## config.mk

```make
export PLATFORM = sky130hd
export DESIGN_NAME = pipe_elastic_reg_flat
export DESIGN_NICKNAME = d
export VERILOG_FILES = /design/src/rtl/pipe_elastic_reg_if.sv /design/src/rtl/pipe_elastic_reg.sv /design/src/flat_wrapper.sv
export SDC_FILE = /design/constraint.sdc
export NUM_CORES = 1
export LEC_CHECK = 0
export CAP_MARGIN = 20
export CORE_ASPECT_RATIO = 1.5
export CORE_MARGIN = 2
export CORE_UTILIZATION = 50
export DETAILED_ROUTE_END_ITERATION = 7
export PLACE_DENSITY = 0.77
export SLEW_MARGIN = 10
export SYNTH_ARGS = -nofsm -noshare
export SYNTH_HDL_FRONTEND = slang
export SYNTH_SLANG_ARGS = --single-unit
```

## constraint.sdc

```tcl
create_clock -name clk -period 2 [get_ports clk]
set_clock_uncertainty 0.1 [all_clocks]
set_input_delay 0.6 -clock clk [delete_from_list [all_inputs] [get_ports clk]]
set_output_delay 0.6 -clock clk [all_outputs]
set_load 0.01 [all_outputs]
```

## src/rtl/pipe_elastic_reg_if.sv

```systemverilog
// Valid/ready bundle for pipe_elastic_reg: upstream (in_*) and downstream (out_*) sides.
// master = traffic source/sink around the block, slave = the register itself.
interface pipe_elastic_reg_if #(
    parameter int SIZE = 32
);
    logic            in_valid;
    logic [SIZE-1:0] in_data;
    logic            in_ready;
    logic            out_valid;
    logic [SIZE-1:0] out_data;
    logic            out_ready;

    modport master (
        output in_valid, in_data, out_ready,
        input  in_ready, out_valid, out_data
    );

    modport slave (
        input  in_valid, in_data, out_ready,
        output in_ready, out_valid, out_data
    );
endinterface

```

## src/rtl/pipe_elastic_reg.sv

```systemverilog
// Elastic DEPTH-entry pipeline register with flush and occupancy count; PIPE_STATS_EN adds stall_cycles.
// Latency: one cycle in-to-out, no combinational data bypass.
// Backpressure: in_ready = count < DEPTH from registered state only; a full block refuses pushes even on a pop.
module pipe_elastic_reg #(
    parameter int SIZE  = 32,
    parameter int DEPTH = 2,
    parameter int CNT_W = $clog2(DEPTH + 1)
`ifdef PIPE_STATS_EN
    ,
    parameter int STAT_W = 16
`endif
) (
    input  logic             clk,
    input  logic             reset,
    input  logic             flush,
    pipe_elastic_reg_if.slave bus,
    output logic [CNT_W-1:0] count
`ifdef PIPE_STATS_EN
    ,
    output logic [STAT_W-1:0] stall_cycles
`endif
);

    localparam int               PTR_W = (DEPTH > 1) ? $clog2(DEPTH) : 1;
    localparam logic [PTR_W-1:0] LAST  = PTR_W'(DEPTH - 1);
    localparam logic [CNT_W-1:0] FULL  = CNT_W'(DEPTH);

    logic [SIZE-1:0]  r_mem [DEPTH];
    logic [PTR_W-1:0] r_wptr;
    logic [PTR_W-1:0] r_rptr;
    logic [CNT_W-1:0] r_count;

    logic w_in_ready;
    logic w_out_valid;
    logic w_push;
    logic w_pop;

    assign w_in_ready  = (r_count < FULL);
    assign w_out_valid = (r_count != '0);
    assign w_push      = bus.in_valid && w_in_ready;
    assign w_pop       = w_out_valid && bus.out_ready;

    // Explicit wrap so non-power-of-two depths work.
    function automatic logic [PTR_W-1:0] ptr_next(input logic [PTR_W-1:0] p);
        return (p == LAST) ? '0 : p + PTR_W'(1);
    endfunction

    always_ff @(posedge clk or negedge reset) begin
        if (!reset) begin
            r_wptr  <= '0;
            r_rptr  <= '0;
            r_count <= '0;
        end else if (flush) begin
            r_wptr  <= '0;
            r_rptr  <= '0;
            r_count <= '0;
        end else begin
            if (w_push) r_wptr <= ptr_next(r_wptr);
            if (w_pop)  r_rptr <= ptr_next(r_rptr);
            case ({w_push, w_pop})
                2'b10:   r_count <= r_count + CNT_W'(1);
                2'b01:   r_count <= r_count - CNT_W'(1);
                default: r_count <= r_count;
            endcase
        end
    end

    // Flush leaves storage untouched; out_data masking hides stale entries.
    always_ff @(posedge clk or negedge reset) begin
        if (!reset) begin
            for (int i = 0; i < DEPTH; i++) r_mem[i] <= '0;
        end else if (!flush && w_push) begin
            r_mem[r_wptr] <= bus.in_data;
        end
    end

    assign bus.in_ready  = w_in_ready;
    assign bus.out_valid = w_out_valid;
    assign bus.out_data  = w_out_valid ? r_mem[r_rptr] : '0;
    assign count         = r_count;

`ifdef PIPE_STATS_EN
    logic [STAT_W-1:0] r_stall;

    // Counts refused offers; survives flush, cleared only by reset.
    always_ff @(posedge clk or negedge reset) begin
        if (!reset) begin
            r_stall <= '0;
        end else if (bus.in_valid && !w_in_ready && (r_stall != '1)) begin
            r_stall <= r_stall + STAT_W'(1);
        end
    end

    assign stall_cycles = r_stall;
`endif

endmodule

```

## src/flat_wrapper.sv

```systemverilog
// flat-port wrapper written by rule: the top's interface ports become plain ports
module pipe_elastic_reg_flat 
#(
    parameter int SIZE  = 32,
    parameter int DEPTH = 2,
    parameter int CNT_W = $clog2(DEPTH + 1)

)
  (clk, reset, flush, count, bus_in_valid, bus_in_data, bus_out_ready, bus_in_ready, bus_out_valid, bus_out_data);
  pipe_elastic_reg_if #(.SIZE(SIZE)) bus_i ();
  input  logic clk;
  input  logic reset;
  input  logic flush;
  output logic [CNT_W-1:0] count;
  input wire logic [$bits(bus_i.in_valid)-1:0] bus_in_valid;
  input wire logic [$bits(bus_i.in_data)-1:0] bus_in_data;
  input wire logic [$bits(bus_i.out_ready)-1:0] bus_out_ready;
  output wire logic [$bits(bus_i.in_ready)-1:0] bus_in_ready;
  output wire logic [$bits(bus_i.out_valid)-1:0] bus_out_valid;
  output wire logic [$bits(bus_i.out_data)-1:0] bus_out_data;
  assign bus_i.in_valid = bus_in_valid;
  assign bus_i.in_data = bus_in_data;
  assign bus_i.out_ready = bus_out_ready;
  assign bus_in_ready = bus_i.in_ready;
  assign bus_out_valid = bus_i.out_valid;
  assign bus_out_data = bus_i.out_data;
  pipe_elastic_reg #(.SIZE(SIZE), .DEPTH(DEPTH), .CNT_W(CNT_W)) u_core (.clk(clk), .reset(reset), .flush(flush), .bus(bus_i), .count(count));
endmodule
```

==> results of run 1 <==
==> placed cells by master, fill, tap and decap left out, types with 4 or more instances in the layout <==
| master | n |
|---|---|
| clkdlybuf4s50_1 | 34 |
| dfrtp_1 | 67 |
| nor2_2 | 6 |
| clkbuf_8 | 10 |
| buf_2 | 28 |
| dlygate4sd2_1 | 4 |
| buf_12 | 8 |
| buf_4 | 19 |
| mux2i_1 | 28 |
| nor2_1 | 27 |
| mux2_2 | 63 |
| buf_6 | 10 |
==> critical path, cell delays in order, from the launching register on <==
cell           delay [ps]
dfrtp_1               410
nor2_4                180
buf_12                140
buf_6                  90
nor2_1                 40
dlygate4sd2_1         280
==> power groups by stage <==
| stage | clock network [mW] | registers, mW | logic [mW] |
|---|---|---|---|
| 6_report | 1.24 | 1.96 | 1.08 |
| 5_1_grt | 1.33 | 2.01 | 1.17 |
| 4_1_cts | 1.26 | 1.94 | 1.02 |
| 3_5_place_dp | 0 | 1.96 | 1.01 |
| 3_3_place_gp | 0 | 1.94 | 0.980 |
| 2_1_floorplan | 0 | 1.90 | 0.622 |
==> through the flow <==
step	std cells	hold slack [ps]
floorplan	228	204
global placement	376	368
detailed placement	376	384
CTS	404	123
global route	415	143
finish	415	113
==> worst max-delay path by stage <==
stage,slack [ps],cells after the start,to
floorplan,180,3,bus_out_data[10]
global placement,-280,4,u_core.r_mem[43]
detailed placement,-300,5,u_core.r_mem[22]
CTS,-250,4,bus_out_data[5]
global route,-230,4,bus_out_data[5]
finish,-180,5,bus_out_data[5]
==> registers in the layout, summed over array words and instances (netlist names) <==
register	flops
u_core.r_mem	64
u_core.count	2
u_core.r_rptr	1
u_core.r_wptr	1
==> kinds of logic after synthesis <==
| group | after synthesis | share of synthesized area |
|---|---|---|
| simple gates | 42 | 0.0656 |
| mux | 97 | 0.341 |
| buf+inv | 15 | 0.0304 |
| compound gates | 4 | 0.00648 |
| xor+xnor | 2 | 0.00567 |
| flops | 68 | 0.551 |
==> layout make-up <==
cell class | instances | area (sq um)
sequential | 68 | 1700
fill | 435 | 1650
multi-input combinational | 145 | 1350
timing repair buffer | 110 | 1030
clock buffer | 11 | 141
tap | 74 | 92.6
clock inverter | 5 | 75.1
inverter | 2 | 7.51
==> timing repair <==
action                     CTS  global route
setup endpoints to repair   36            34
pin swaps                    3             3
hold buffers                 0             0
resized for setup          137            27
setup buffers               10            12
gates cloned                 2             0
==> routing by layer <==
metal	part of all wire	GRT usage
met5	0	0
met4	0.016	0.0846
met3	0.049	0.0605
met2	0.53	0.369
met1	0.40	0.265
==> results.json, run 1 <==
{
  "setup_viol": 33,
  "post-place-ws_ps": -299,
  "antenna_found_initial": 0,
  "syn_to_final_growth_pct": 42.3,
  "drc": 0,
  "relSlewSlack": 0.660,
  "start_util": 0.511,
  "endpoint_kind": "output port",
  "vias_per_cell": 5.22,
  "rsz0062_at_grt": "yes",
  "pwr_density_cell_mw_per_mm2": 972,
  "gp_congestion": 0.741,
  "cts_sinks": 68,
  "criticalPathCategory": "reg -> out",
  "netlist_top_cells_count": "dfrtp_1, mux2_2, nor2_1",
  "min_period_ps": 2180,
  "fin_ws_ps": -184,
  "r2r-end": "u_core.r_mem[2]",
  "synth_cell_types": 19,
  "r2r-start": "u_core.count[1]",
  "synth.cell_area_sq_mm": 0.00309,
  "path_max_fanout": 4,
  "drive_gt1_frac": 0.487,
  "fp.dieH_um": 100,
  "ys_seq_area_frac": 0.551,
  "post-dp-hpwl_mm": 4.25,
  "htreeDepth": 3,
  "die_x_um": 68.2,
  "leakage_nw": 1.96,
  "p_sw_frac": 0.266,
  "synth_edf_count": 0,
  "antenna_cells": 0,
  "yosysTopAreaCellShare": 0.551,
  "r2r_slack_ps": 50,
  "min_period_over_period": 1.09,
  "rows": 35,
  "fmax_mhz": 458,
  "ys.flop_type": "dfrtp_1",
  "io_buffers": 72,
  "clkTransAtPathRegs_ps": 70,
  "yosysWarnings": 0,
  "combPwrFrac": 0.253,
  "syn_avg_cell_area_sq_um": 13.5,
  "die_area_sq_mm": 0.00683,
  "grtUsageTotal": 0.221,
  "cp_data_required_time_ps": 1300,
  "ant_nets": 0,
  "yosysTopAreaCell": "dfrtp_1",
  "wl_per_cell_um": 17.1,
  "synth_most_common_cell": "dfrtp_1",
  "cts_tree": "built",
  "grt_first_pass_wirelength_mm": 10.9,
  "max-vdd-ir-drop_uv": 691,
  "vias": 2167,
  "worst_pin_slew_ps": 510,
  "gr-total-overflow": 0,
  "maxCapViolations": 0,
  "dr.pass1.iters": 4,
  "cts_inserted_buffers": 9,
  "switching_power_mw": 1.14,
  "placed_cell_area_sq_mm": 0.00399,
  "internal_power_mw": 3.13,
  "clockBufferDepth": 2,
  "violations": "setup timing",
  "coreArea_sq_mm": 0.00604,
  "nets": 373,
  "io_pins": 73,
  "crit_arrival_ps": 1480,
  "grt_pass1_vias": 2251,
  "drt_iter0_drc": 57,
  "final_util": 0.727,
  "hold_class": "in -> async",
  "clkLatencyLatePin_ps": 340,
  "reg2reg_depth": 6,
  "startpoint": "u_core.count[1]",
  "status": "finished with violations",
  "async_flop_share": 1.00,
  "synth_area_leaders": "dfrtp_1, mux2_2, mux2i_1",
  "finalSetupTns_ps": -4020,
  "final_cell_area_sq_mm": 0.00439,
  "synth_fp_nets": 265,
  "grt_max_degree": 33,
  "cts_root_buf": "clkbuf_8",
  "wirelength_mm": 7.09,
  "synth_seq_cells": 68,
  "crit_path_start_kind": "flop",
  "finalMaxSlewViolations": 0,
  "p_seq_frac": 0.458,
  "synthCells": 228,
  "power_frac_clock": 0.289,
  "final-hold-violation-count": 0,
  "p_total_mw": 4.27
}
No activity file was read; power rests on OpenSTA's default activity.
==> run 2, diff against run 1 <==
ABC_AREA = 1   (was default)
==> run 2 against run 1 <==
Register-to-register slack better by 500 ps. Critical path depth unchanged. First-iteration DRC count increased to 3.9 times the previous value. Worst hold slack improved by 41 ps. The run still ends with setup timing left. Largest power group unchanged. Non-clock buffer count decreased by 13. Fmax is 2.8% higher. Combinational power increased by 96%. Via count grew 31%. Final cell count is 31% higher. Total power up 35%. Synthesized cell count grew 67%. Core utilization decreased by 0.51 points.
==> results.json, run 2 <==
{
  "r2r_slack_ps": 550,
  "cts_inserted_buffers": 9,
  "synth_edf_count": 0,
  "grtUsageTotal": 0.227,
  "internal_power_mw": 3.78,
  "wl_per_cell_um": 14.7,
  "die_x_um": 69.5,
  "rows": 35,
  "p_total_mw": 5.78,
  "status": "finished with violations",
  "crit_arrival_ps": 1430,
  "gr-total-overflow": 0,
  "ys_seq_area_frac": 0.529,
  "io_pins": 73,
  "yosysWarnings": 0,
  "syn_to_final_growth_pct": 38.7,
  "endpoint_kind": "output port",
  "power_frac_clock": 0.248,
  "synthCells": 380,
  "min_period_ps": 2130,
  "drt_iter0_drc": 221,
  "final-hold-violation-count": 0,
  "synth_fp_nets": 417,
  "synth_area_leaders": "dfrtp_1, nand2_1, o21ai_2",
  "largest_register": "u_core.r_mem",
  "ys.flop_type": "dfrtp_1",
  "switching_power_mw": 2.00,
  "fmax_mhz": 471,
  "path_max_fanout": 8,
  "cts_sinks": 68,
  "clkTransAtPathRegs_ps": 70,
  "cts_root_buf": "clkbuf_8",
  "placed_cells": 520,
  "antenna_found_initial": 0,
  "dr.pass1.iters": 4,
  "die_area_sq_mm": 0.00710,
  "criticalPathCategory": "reg -> out",
  "fin_ws_ps": -125,
  "p_seq_frac": 0.386,
  "nets": 502,
  "wirelength_mm": 8.00,
  "cp_data_required_time_ps": 1300,
  "drc": 0,
  "synth.cell_area_sq_mm": 0.00321,
  "relSlewSlack": 0.754,
  "max-vdd-ir-drop_uv": 693,
  "min_period_over_period": 1.06,
  "async_flop_share": 1.00,
  "layout_commonest_cell": "nand2_1",
  "htreeDepth": 3,
  "rsz0062_at_grt": "yes",
  "drive_gt1_frac": 0.309,
  "combPwrFrac": 0.366,
  "r2r-end": "u_core.r_mem[45]",
  "grt_first_pass_wirelength_mm": 12.6,
  "hold_class": "in -> async",
  "synth_cell_types": 21,
  "setup_viol": 32,
  "finalMaxSlewViolations": 0,
  "reg2reg_depth": 8,
  "grt_pass1_vias": 2774,
  "p_sw_frac": 0.347,
  "grt_max_degree": 69,
  "yosysTopAreaCell": "dfrtp_1",
  "worst_pin_slew_ps": 369,
  "vias_per_cell": 5.20,
  "synth_seq_cells": 68,
  "syn_avg_cell_area_sq_um": 8.46,
  "clockBufferDepth": 2,
  "io_buffers": 72,
  "start_util": 0.521,
  "ant_nets": 0,
  "synth_most_common_cell": "nand2_1",
  "clkLatencyLatePin_ps": 340,
  "leakage_nw": 2.21,
  "gp_congestion": 0.803,
  "final_cells": 544,
  "vias": 2828,
  "coreArea_sq_mm": 0.00617,
  "endpoint": "bus_out_data[4]",
  "pwr_density_cell_mw_per_mm2": 1300,
  "startpoint": "u_core.count[0]",
  "netlist_top_cells_count": "nand2_1, dfrtp_1, inv_1",
  "fp.dieH_um": 102,
  "layout_common_cells": "nand2_1, dfrtp_1, inv_1",
  "cts_tree": "built",
  "r2r-start": "u_core.count[1]",
  "violations": "setup timing",
  "yosysTopAreaCellShare": 0.529,
  "crit_path_start_kind": "flop",
  "post-dp-hpwl_mm": 4.93,
  "largest_reg_flops": 64,
  "maxCapViolations": 0,
  "antenna_cells": 0
}
==> run 2: layout make-up <==
| class | count | area, sq um |
|---|---|---|
| Fill cell | 498 | 1720 |
| Multi-Input combinational cell | 250 | 1350 |
| Timing Repair Buffer | 97 | 905 |
| Sequential cell | 68 | 1700 |
| Clock inverter | 5 | 108 |
| Inverter | 39 | 151 |
| Tap cell | 74 | 92.6 |
| Clock buffer | 11 | 151 |
==> run 2: stage by stage <==
stage	hold WS [ps]	area (sq um)	worst slack (ps)	utilization	setup TNS (ps)
2_1_floorplan	204	3210	292	-	0
3_3_place_gp	365	4080	-157	0.661	-3060
3_5_place_dp	369	4080	-164	0.661	-3600
4_1_cts	177	4340	-189	0.703	-3490
5_1_grt	169	4460	-182	0.722	-4770
6_report	155	4460	-125	0.722	-3120
==> run 2: metal layers <==
layer	track usage	share of wire	vias up
met3	0.0385	0.039	18
met1	0.277	0.40	1354
met2	0.387	0.53	86
met5	0	0	-
li1	-	-	1370
met4	0.124	0.033	0
==> run 2: cells by family after synthesis <==
logic type      share of synthesized area
compound gates                      0.179
buf+inv                             0.104
simple gates                        0.188
flops                               0.529
==> run 2: power by group through the flow <==
stage	combinational [mW]	sequential, mW	clock, mW
detailed placement	1.93	2.21	0
global route	2.34	2.29	1.52
floorplan	1.09	2.14	0
CTS	1.91	2.20	1.45
finish	2.12	2.23	1.43
global placement	1.88	2.19	0
==> run 2: repair_timing <==
item / in CTS / in global routing
pin swaps: 1 / 4
hold buffers: 0 / 0
hold endpoints to repair: 0 / 0
endpoints found under the setup margin: 36 / 33
cloned: 0 / 1
buffers inserted: 6 / 2
resized for setup: 143 / 48
==> run 2: worst min-delay path by stage <==
stage	startpoint	endpoint	depth (start not counted)
after detailed placement	u_core.r_mem[46]	u_core.r_mem[46]	2
after global routing	reset	u_core.r_mem[49]	2
final	reset	u_core.count[1]	2
after floorplan	reset	u_core.count[0]	0
after global placement	u_core.r_mem[61]	u_core.r_mem[61]	2
after CTS	reset	u_core.r_mem[49]	2
==> run 2: worst max-delay path, cell delays in order (launching register included) <==
cell and delay [ps]:
dfrtp_1 410, nor2_4 200, buf_12 170, buf_12 140
a21oi_2 40, buf_2 130
